## src/rtl/spi_flash_defs.sv

```systemverilog
// Shared definitions for loading ROM images out of the SPI configuration flash.
// This file holds the flash READ opcode, the loader state encoding, the flash
// offset of each ROM image, and a helper that picks one address byte.
package spi_flash_defs;

    localparam logic [7:0]  SPI_CMD_READ          = 8'h03;

    // Flash offset of each ROM image.
    localparam logic [23:0] BOOT_ROM_FLASH_BASE   = 24'h0A0000;
    localparam logic [23:0] DIVMMC_ROM_FLASH_BASE = 24'h0A4000;

    // Loader state encoding.
    localparam logic [2:0]  ST_IDLE   = 3'd0;
    localparam logic [2:0]  ST_CMD    = 3'd1;
    localparam logic [2:0]  ST_ADDR   = 3'd2;
    localparam logic [2:0]  ST_DATA   = 3'd3;
    localparam logic [2:0]  ST_FINISH = 3'd4;
    localparam logic [2:0]  ST_DONE   = 3'd5;

    // Returns address byte idx, with 0 as the MSB.
    // An idx of 3 returns 0x00, which is the filler byte that follows the address.
    function automatic logic [7:0] header_byte(input logic [23:0] base, input logic [1:0] idx);
        logic [7:0] b;
        case (idx)
            2'd0:    b = base[23:16];
            2'd1:    b = base[15:8];
            2'd2:    b = base[7:0];
            default: b = 8'h00;
        endcase
        return b;
    endfunction

endpackage

```

## src/rtl/spi_byte_shifter.sv

```systemverilog
// SPI mode-0 bit engine: the SCK divider plus the 8-bit transmit and receive shift registers.
// Ports:
//   clk, rst_n     : system clock and asynchronous active-low reset.
//   i_load         : restarts a frame. SCK goes low and i_load_byte becomes the first byte sent.
//   i_load_byte    : the first byte to transmit.
//   i_run          : lets SCK toggle. When it is low the engine idles with SCK=0 and MOSI=0.
//   i_next_byte    : the byte taken in on the falling edge that closes the current byte.
//   i_miso         : serial data input, already synchronised.
//   o_sck, o_mosi  : SPI clock and data out. Both come straight from registers.
//   o_fall         : this clk edge is an SCK falling edge.
//   o_byte_done    : this clk edge is the 8th SCK rising edge of a byte.
//   o_byte_end     : this clk edge is the falling edge that closes a byte.
//   o_rx_byte      : the assembled byte, valid together with o_byte_done.
module spi_byte_shifter #(
    parameter int CLKDIV = 2
) (
    input  logic       clk,
    input  logic       rst_n,
    input  logic       i_load,
    input  logic [7:0] i_load_byte,
    input  logic       i_run,
    input  logic [7:0] i_next_byte,
    input  logic       i_miso,
    output logic       o_sck,
    output logic       o_mosi,
    output logic       o_fall,
    output logic       o_byte_done,
    output logic       o_byte_end,
    output logic [7:0] o_rx_byte
);

    localparam int               DIV_W    = (CLKDIV > 1) ? $clog2(CLKDIV) : 1;
    localparam logic [DIV_W-1:0] DIV_LAST = DIV_W'(CLKDIV - 1);

    logic [DIV_W-1:0] r_div;
    logic             r_sck;
    logic [2:0]       r_bit;
    logic [7:0]       r_tx;
    logic [6:0]       r_rx;
    logic             w_tick;
    logic             w_rise;

    assign w_tick      = i_run && (r_div == DIV_LAST);
    assign w_rise      = w_tick && !r_sck;
    assign o_fall      = w_tick && r_sck;
    assign o_byte_done = w_rise && (r_bit == 3'd7);
    assign o_byte_end  = o_fall && (r_bit == 3'd7);
    // The 8th bit is taken straight from the pin, so the byte is complete on the same edge it arrives.
    assign o_rx_byte   = {r_rx, i_miso};
    assign o_sck       = r_sck;
    assign o_mosi      = r_tx[7];

    // SCK divider, bit counter and shift registers.
    // MOSI changes only on SCK falling edges, so it is stable while SCK is high.
    always_ff @(posedge clk or negedge rst_n) begin
        if (!rst_n) begin
            r_div <= '0;
            r_sck <= 1'b0;
            r_bit <= 3'd0;
            r_tx  <= 8'h00;
            r_rx  <= 7'h00;
        end else if (i_load) begin
            r_div <= '0;
            r_sck <= 1'b0;
            r_bit <= 3'd0;
            r_tx  <= i_load_byte;
        end else if (!i_run) begin
            r_div <= '0;
            r_sck <= 1'b0;
            r_bit <= 3'd0;
            r_tx  <= 8'h00;
        end else if (w_tick) begin
            r_div <= '0;
            r_sck <= ~r_sck;
            if (w_rise) begin
                r_rx <= o_rx_byte[6:0];
            end else begin
                r_bit <= r_bit + 3'd1;
                r_tx  <= (r_bit == 3'd7) ? i_next_byte : {r_tx[6:0], 1'b0};
            end
        end else begin
            r_div <= r_div + DIV_W'(1);
        end
    end

endmodule

```

## src/rtl/spi_rom_loader.sv

```systemverilog
// Boot-time loader that copies a ROM image from the SPI flash into the ROM BRAM write port.
// The load sends READ (0x03), then FLASH_BASE, then streams BYTES bytes to addresses 0..BYTES-1.
// Ports:
//   clk, rst_n               : system clock and asynchronous active-low reset.
//                              Reset forces the chip select high at once.
//   start                    : single-cycle load request. It is taken only in IDLE or DONE.
//   busy, done               : load in progress, and load completed (held until the next start).
//   flash_cs_n/sck/mosi/miso : SPI mode-0 flash pins.
//   mem_a, mem_dout, mem_we  : ROM write port, with one write strobe per byte.
module spi_rom_loader
    import spi_flash_defs::*;
#(
    parameter logic [23:0] FLASH_BASE = BOOT_ROM_FLASH_BASE,
    parameter int          BYTES      = 9216,
    parameter int          CLKDIV     = 2
) (
    input  logic        clk,
    input  logic        rst_n,
    input  logic        start,
    output logic        busy,
    output logic        done,
    output logic        flash_cs_n,
    output logic        flash_sck,
    output logic        flash_mosi,
    input  logic        flash_miso,
    output logic [13:0] mem_a,
    output logic [7:0]  mem_dout,
    output logic        mem_we
);

    localparam logic [14:0] LAST_IDX = 15'(BYTES - 1);

    logic [2:0]  r_state;
    logic        r_start;
    logic        r_busy;
    logic        r_done;
    logic        r_cs_n;
    logic        r_we;
    logic [13:0] r_a;
    logic [7:0]  r_dout;
    logic [14:0] r_idx;
    logic [1:0]  r_hdr;

    logic        w_accept;
    logic        w_run;
    logic [7:0]  w_next_byte;
    logic        w_fall;
    logic        w_byte_done;
    logic        w_byte_end;
    logic [7:0]  w_rx_byte;

    // start is registered first, so the load begins on the edge after it is sampled.
    assign w_accept   = r_start && ((r_state == ST_IDLE) || (r_state == ST_DONE));
    assign w_run      = (r_state == ST_CMD) || (r_state == ST_ADDR) ||
                        (r_state == ST_DATA) || (r_state == ST_FINISH);
    assign busy       = r_busy;
    assign done       = r_done;
    assign flash_cs_n = r_cs_n;
    assign mem_we     = r_we;
    assign mem_a      = r_a;
    assign mem_dout   = r_dout;

    // Selects the byte loaded into the shifter when the current byte finishes.
    always_comb begin
        w_next_byte = 8'h00;
        case (r_state)
            ST_CMD:  w_next_byte = header_byte(FLASH_BASE, 2'd0);
            ST_ADDR: w_next_byte = header_byte(FLASH_BASE, r_hdr + 2'd1);
            default: w_next_byte = 8'h00;
        endcase
    end

    spi_byte_shifter #(
        .CLKDIV (CLKDIV)
    ) u_shifter (
        .clk         (clk),
        .rst_n       (rst_n),
        .i_load      (w_accept),
        .i_load_byte (SPI_CMD_READ),
        .i_run       (w_run),
        .i_next_byte (w_next_byte),
        .i_miso      (flash_miso),
        .o_sck       (flash_sck),
        .o_mosi      (flash_mosi),
        .o_fall      (w_fall),
        .o_byte_done (w_byte_done),
        .o_byte_end  (w_byte_end),
        .o_rx_byte   (w_rx_byte)
    );

    // Load sequencer, byte counter and ROM write port.
    always_ff @(posedge clk or negedge rst_n) begin
        if (!rst_n) begin
            r_state <= ST_IDLE;
            r_start <= 1'b0;
            r_busy  <= 1'b0;
            r_done  <= 1'b0;
            r_cs_n  <= 1'b1;
            r_we    <= 1'b0;
            r_a     <= 14'd0;
            r_dout  <= 8'h00;
            r_idx   <= 15'd0;
            r_hdr   <= 2'd0;
        end else begin
            r_start <= start;
            r_we    <= 1'b0;
            case (r_state)
                ST_IDLE, ST_DONE: begin
                    if (w_accept) begin
                        r_state <= ST_CMD;
                        r_cs_n  <= 1'b0;
                        r_busy  <= 1'b1;
                        r_done  <= 1'b0;
                        r_idx   <= 15'd0;
                        r_hdr   <= 2'd0;
                    end
                end
                ST_CMD: begin
                    if (w_byte_end) begin
                        r_state <= ST_ADDR;
                        r_hdr   <= 2'd0;
                    end
                end
                ST_ADDR: begin
                    if (w_byte_end) begin
                        if (r_hdr == 2'd2) begin
                            r_state <= ST_DATA;
                        end else begin
                            r_hdr <= r_hdr + 2'd1;
                        end
                    end
                end
                ST_DATA: begin
                    if (w_byte_done) begin
                        r_we   <= 1'b1;
                        r_a    <= r_idx[13:0];
                        r_dout <= w_rx_byte;
                        if (r_idx == LAST_IDX) begin
                            r_state <= ST_FINISH;
                        end else begin
                            r_idx <= r_idx + 15'd1;
                        end
                    end
                end
                ST_FINISH: begin
                    // The last byte is already written. The transaction closes on the final SCK fall.
                    if (w_fall) begin
                        r_state <= ST_DONE;
                        r_cs_n  <= 1'b1;
                        r_busy  <= 1'b0;
                        r_done  <= 1'b1;
                    end
                end
                default: begin
                    r_state <= ST_IDLE;
                    r_cs_n  <= 1'b1;
                    r_busy  <= 1'b0;
                    r_done  <= 1'b0;
                end
            endcase
        end
    end

endmodule

```

## config.mk

```make
export PLATFORM = sky130hd
export DESIGN_NAME = spi_rom_loader
export DESIGN_NICKNAME = d
export VERILOG_FILES = /design/src/rtl/spi_flash_defs.sv /design/src/rtl/spi_byte_shifter.sv /design/src/rtl/spi_rom_loader.sv
export SDC_FILE = /design/constraint.sdc
export NUM_CORES = 1
export LEC_CHECK = 0
export CORE_UTILIZATION = 56
export DETAILED_ROUTE_END_ITERATION = 16
export GPL_ROUTABILITY_DRIVEN = 0
export MAX_ROUTING_LAYER = met4
export PLACE_DENSITY_LB_ADDON = 0.15
export SETUP_SLACK_MARGIN = 0.05
export SLEW_MARGIN = 15
export SYNTH_ARGS = -nofsm -noshare
export SYNTH_HDL_FRONTEND = slang
export SYNTH_SLANG_ARGS = --single-unit
```

## constraint.sdc

```tcl
create_clock -name clk -period 2.1 [get_ports clk]
set_input_delay 0.315 -clock clk [delete_from_list [all_inputs] [get_ports clk]]
set_output_delay 0.315 -clock clk [all_outputs]
set_load 0.01 [all_outputs]
```

==> results.sh <==
export IMPL_numCtsBuffers=9
export IMPL_max_cap_violations=0
export IMPL_core_area_mm2=0.005238
export IMPL_clock_sinks=67
export IMPL_grt_max_degree=68
export IMPL_hpwl_um=3850
export IMPL_syn_cell_area_mm2=0.003132
export IMPL_dp_cells=377
export IMPL_synth_cell_types=49
export IMPL_finalNonFillerCells=394
export IMPL_crit_arrival_ps=2100
export IMPL_post_cts_buffers=0
export IMPL_ios=32
export IMPL_yosys_register_bits=67
export IMPL_rsz0062_at_grt="false"
export IMPL_antenna_left=0
export IMPL_cp_slowest_cell="dfrtp_1"
export IMPL_insertion_delay_ps=340
export IMPL_finalCriticalPeriod_ps=1875
export IMPL_die_y_um=76.78
export IMPL_switching_share=0.2948
export IMPL_mostFrequentLayoutCells="dfrtp_1, clkdlybuf4s50_1, nor2_1, mux2_2, nand3_1"
export IMPL_p_comb_frac=0.203
export IMPL_drt_iter0_markers=162
export IMPL_root_buffer="clkbuf_8"
export IMPL_port_buffers=31
export IMPL_antenna_found_initial=0
export IMPL_cts_tree="built"
export IMPL_outcome="finished, final reports clean"
export IMPL_syn_area_per_cell_um2=11.43
export IMPL_synthAdderAreaFrac=0.01998
export IMPL_synth_edf_count=0
export IMPL_p_seq_frac=0.496
export IMPL_synth_top_family_by_area="simple AND/OR/NAND/NOR gates"
export IMPL_cp_top_family="simple AND/OR/NAND/NOR gates"
export IMPL_vias=2178
export IMPL_synth_fp_nets=283
export IMPL_grt_util_all_layers=0.2223
export IMPL_synth_xor_area_frac=0.03356
export IMPL_final_nets=328
export IMPL_yosys_area_share_simple=0.1650
export IMPL_crit_type="flip-flop to flip-flop"
export IMPL_internal_power_mw=2.254
export IMPL_final_hold_viol_count=0
export IMPL_cts_resized=0
export IMPL_worstHoldPathType="input pin to flip-flop"
export IMPL_synthCells=274
export IMPL_p_switching_mw=0.9422
export IMPL_area_growth_syn_to_layout_pct=20.78
export IMPL_postCtsHoldBufs=1
export IMPL_drt_total_wl_um=5632
export IMPL_synth_ff_type="dfrtp_1"
export IMPL_fmax_mhz=533.5
export IMPL_clkPwrFrac=0.301
export IMPL_clock_path_buffers=2
export IMPL_seq_area_frac_synth=0.5358
export IMPL_cp_required_ps=2320
export IMPL_min_period_over_period=0.8926
export IMPL_maxSlewHeadroom=0.7068
export IMPL_max_stage_delay_ps=610
export IMPL_n_antenna_cell=0
export IMPL_drc=0
export IMPL_initial_utilization=0.5979
export IMPL_slew_violations=0
export IMPL_dr_pass1_iters=4
export IMPL_synth_area_mux_share=0.1258
export IMPL_tightest_slew_ps=439.8
export IMPL_skew_ps=7.161
export IMPL_synth_compound_area_frac=0.09149
export IMPL_peakVddDrop_uv=700.9
export IMPL_via_per_inst=5.528
export IMPL_cts_max_level=3
export IMPL_async_flop_share=1.000
export IMPL_setup_viol=0
export IMPL_tns_ps=0
export IMPL_yosysWarnings=0
export IMPL_power_leakage_nw=1.736
export IMPL_critPathLaunchType="flip-flop"
export IMPL_dieArea_mm2=0.005895
export IMPL_dieWidth_um=76.78
export IMPL_multi_input_area_mm2=0.001365
export IMPL_final_seq_area_mm2=0.001678
export IMPL_row_count=26
export IMPL_grt_overflow_total=0
export IMPL_grt_pass1_wl_um=9942
export IMPL_cp_end_kind="flip-flop"
export IMPL_path_clk_slew_ps=70
export IMPL_critPathBufInv=0
export IMPL_drive_gt1_frac=0.2191
export IMPL_p_per_area_mw_per_mm2=845.0
export IMPL_final_common_cell="dfrtp_1"
export IMPL_path_cells="nor2_4, xnor2_1, or3b_1, mux2_4"
export IMPL_wl_per_cell_um=14.29
export IMPL_power_total_mw=3.196
export IMPL_worst_path_max_fanout=10
export IMPL_grt_pass1_vias=2166
export IMPL_n_fill_cell=367
export IMPL_rrSetupSlack_ps=230
## cell type report
class	instances	share of cell area
repair buffers	45	0.1158
inverters	9	0.008932
clock inverters	4	0.006616
clock buffers	12	0.04102
flip-flops and latches	67	0.4436
multi-input cells	187	0.3609
well taps	70	0.02316
## metrics by stage
stage	utilization	worst slack, ps	cell area (µm²)	hold slack (ps)
after floorplan	-	266.4	3132	19.41
after global placement	0.6859	287.3	3592	361.5
after detailed placement	0.6859	226.8	3592	355.5
after CTS	0.7222	230.1	3782	397.1
after global routing	0.7222	61.88	3782	414.3
final	0.7222	225.5	3782	415.5
## power by group through the flow
stage	clock network (mW)	logic, mW	registers [mW]
detailed placement	0	0.649	1.60
finish	0.962	0.650	1.58
floorplan	0	0.535	1.53
CTS	0.997	0.654	1.58
global route	1.04	0.713	1.60
global placement	0	0.634	1.59
## path summary, 6_finish.rpt
kind	startpoint	end	depth (start not counted)
worst max-delay path	r_state[0]$_DFFE_PN0P_	u_shifter.r_rx[4]$_DFFE_PN0P_	4
worst min-delay path	start	r_start$_DFF_PN0_	1
worst max register to register	r_state[0]$_DFFE_PN0P_	u_shifter.r_rx[4]$_DFFE_PN0P_	4
worst min register to register	flash_cs_n$_DFFE_PN1P_	flash_cs_n$_DFFE_PN1P_	2
max in group asynchronous	rst_n	flash_cs_n$_DFFE_PN1P_	3
min in group asynchronous	rst_n	mem_dout[6]$_DFFE_PN0P_	3
## flip-flops by register name (all words and copies together) (netlist names), 2 cells and up
| register | count |
|---|---|
| u_shifter.r_bit | 3 |
| u_shifter.r_tx | 8 |
| r_state | 3 |
| r_hdr | 2 |
| r_idx | 15 |
| mem_dout | 8 |
| u_shifter.r_rx | 7 |
| mem_a | 14 |
## routing by layer
layer,wire [µm],track usage,vias up
met2,2753,0.3491,36
met3,175,0.05476,7
met5,0,-,-
met1,2631,0.2769,1075
li1,-,-,1060
met4,71,0.08846,0
## cells by family (layout without fill, tap and decap cells)
| kind of cell | after synthesis | in the layout |
|---|---|---|
| fa+ha+maj | 5 | 5 |
| buf+inv | 20 | 70 |
| mux | 33 | 33 |
| xor+xnor | 12 | 12 |
| compound gates | 47 | 47 |
| simple gates | 90 | 90 |
| flops | 67 | 67 |
## Yosys cell counts (2+ instances only)
cell	n	area [µm²]
nor3_1	2	10.01
nand3b_4	2	40.04
xor2_1	7	61.31
mux2_4	7	105.1
o31ai_1	4	30.03
nor2_4	2	22.52
buf_2	5	25.02
nand2_1	16	60.06
mux2i_1	3	30.03
and2_1	3	18.77
nor2_1	24	90.09
dfrtp_1	66	1652
xnor2_1	5	43.79
a21oi_1	15	75.07
o211ai_1	4	30.03
inv_1	9	33.78
a31oi_1	4	25.02
nand3_1	17	85.08
nand4_1	3	18.77
nand3b_1	6	45.04
a211oi_1	2	15.01
ha_1	5	62.56
mux2_2	23	259.0
clkbuf_1	5	18.77
nand2b_1	2	12.51
o21ai_0	10	50.05
Power figures use the tool's default switching activity.
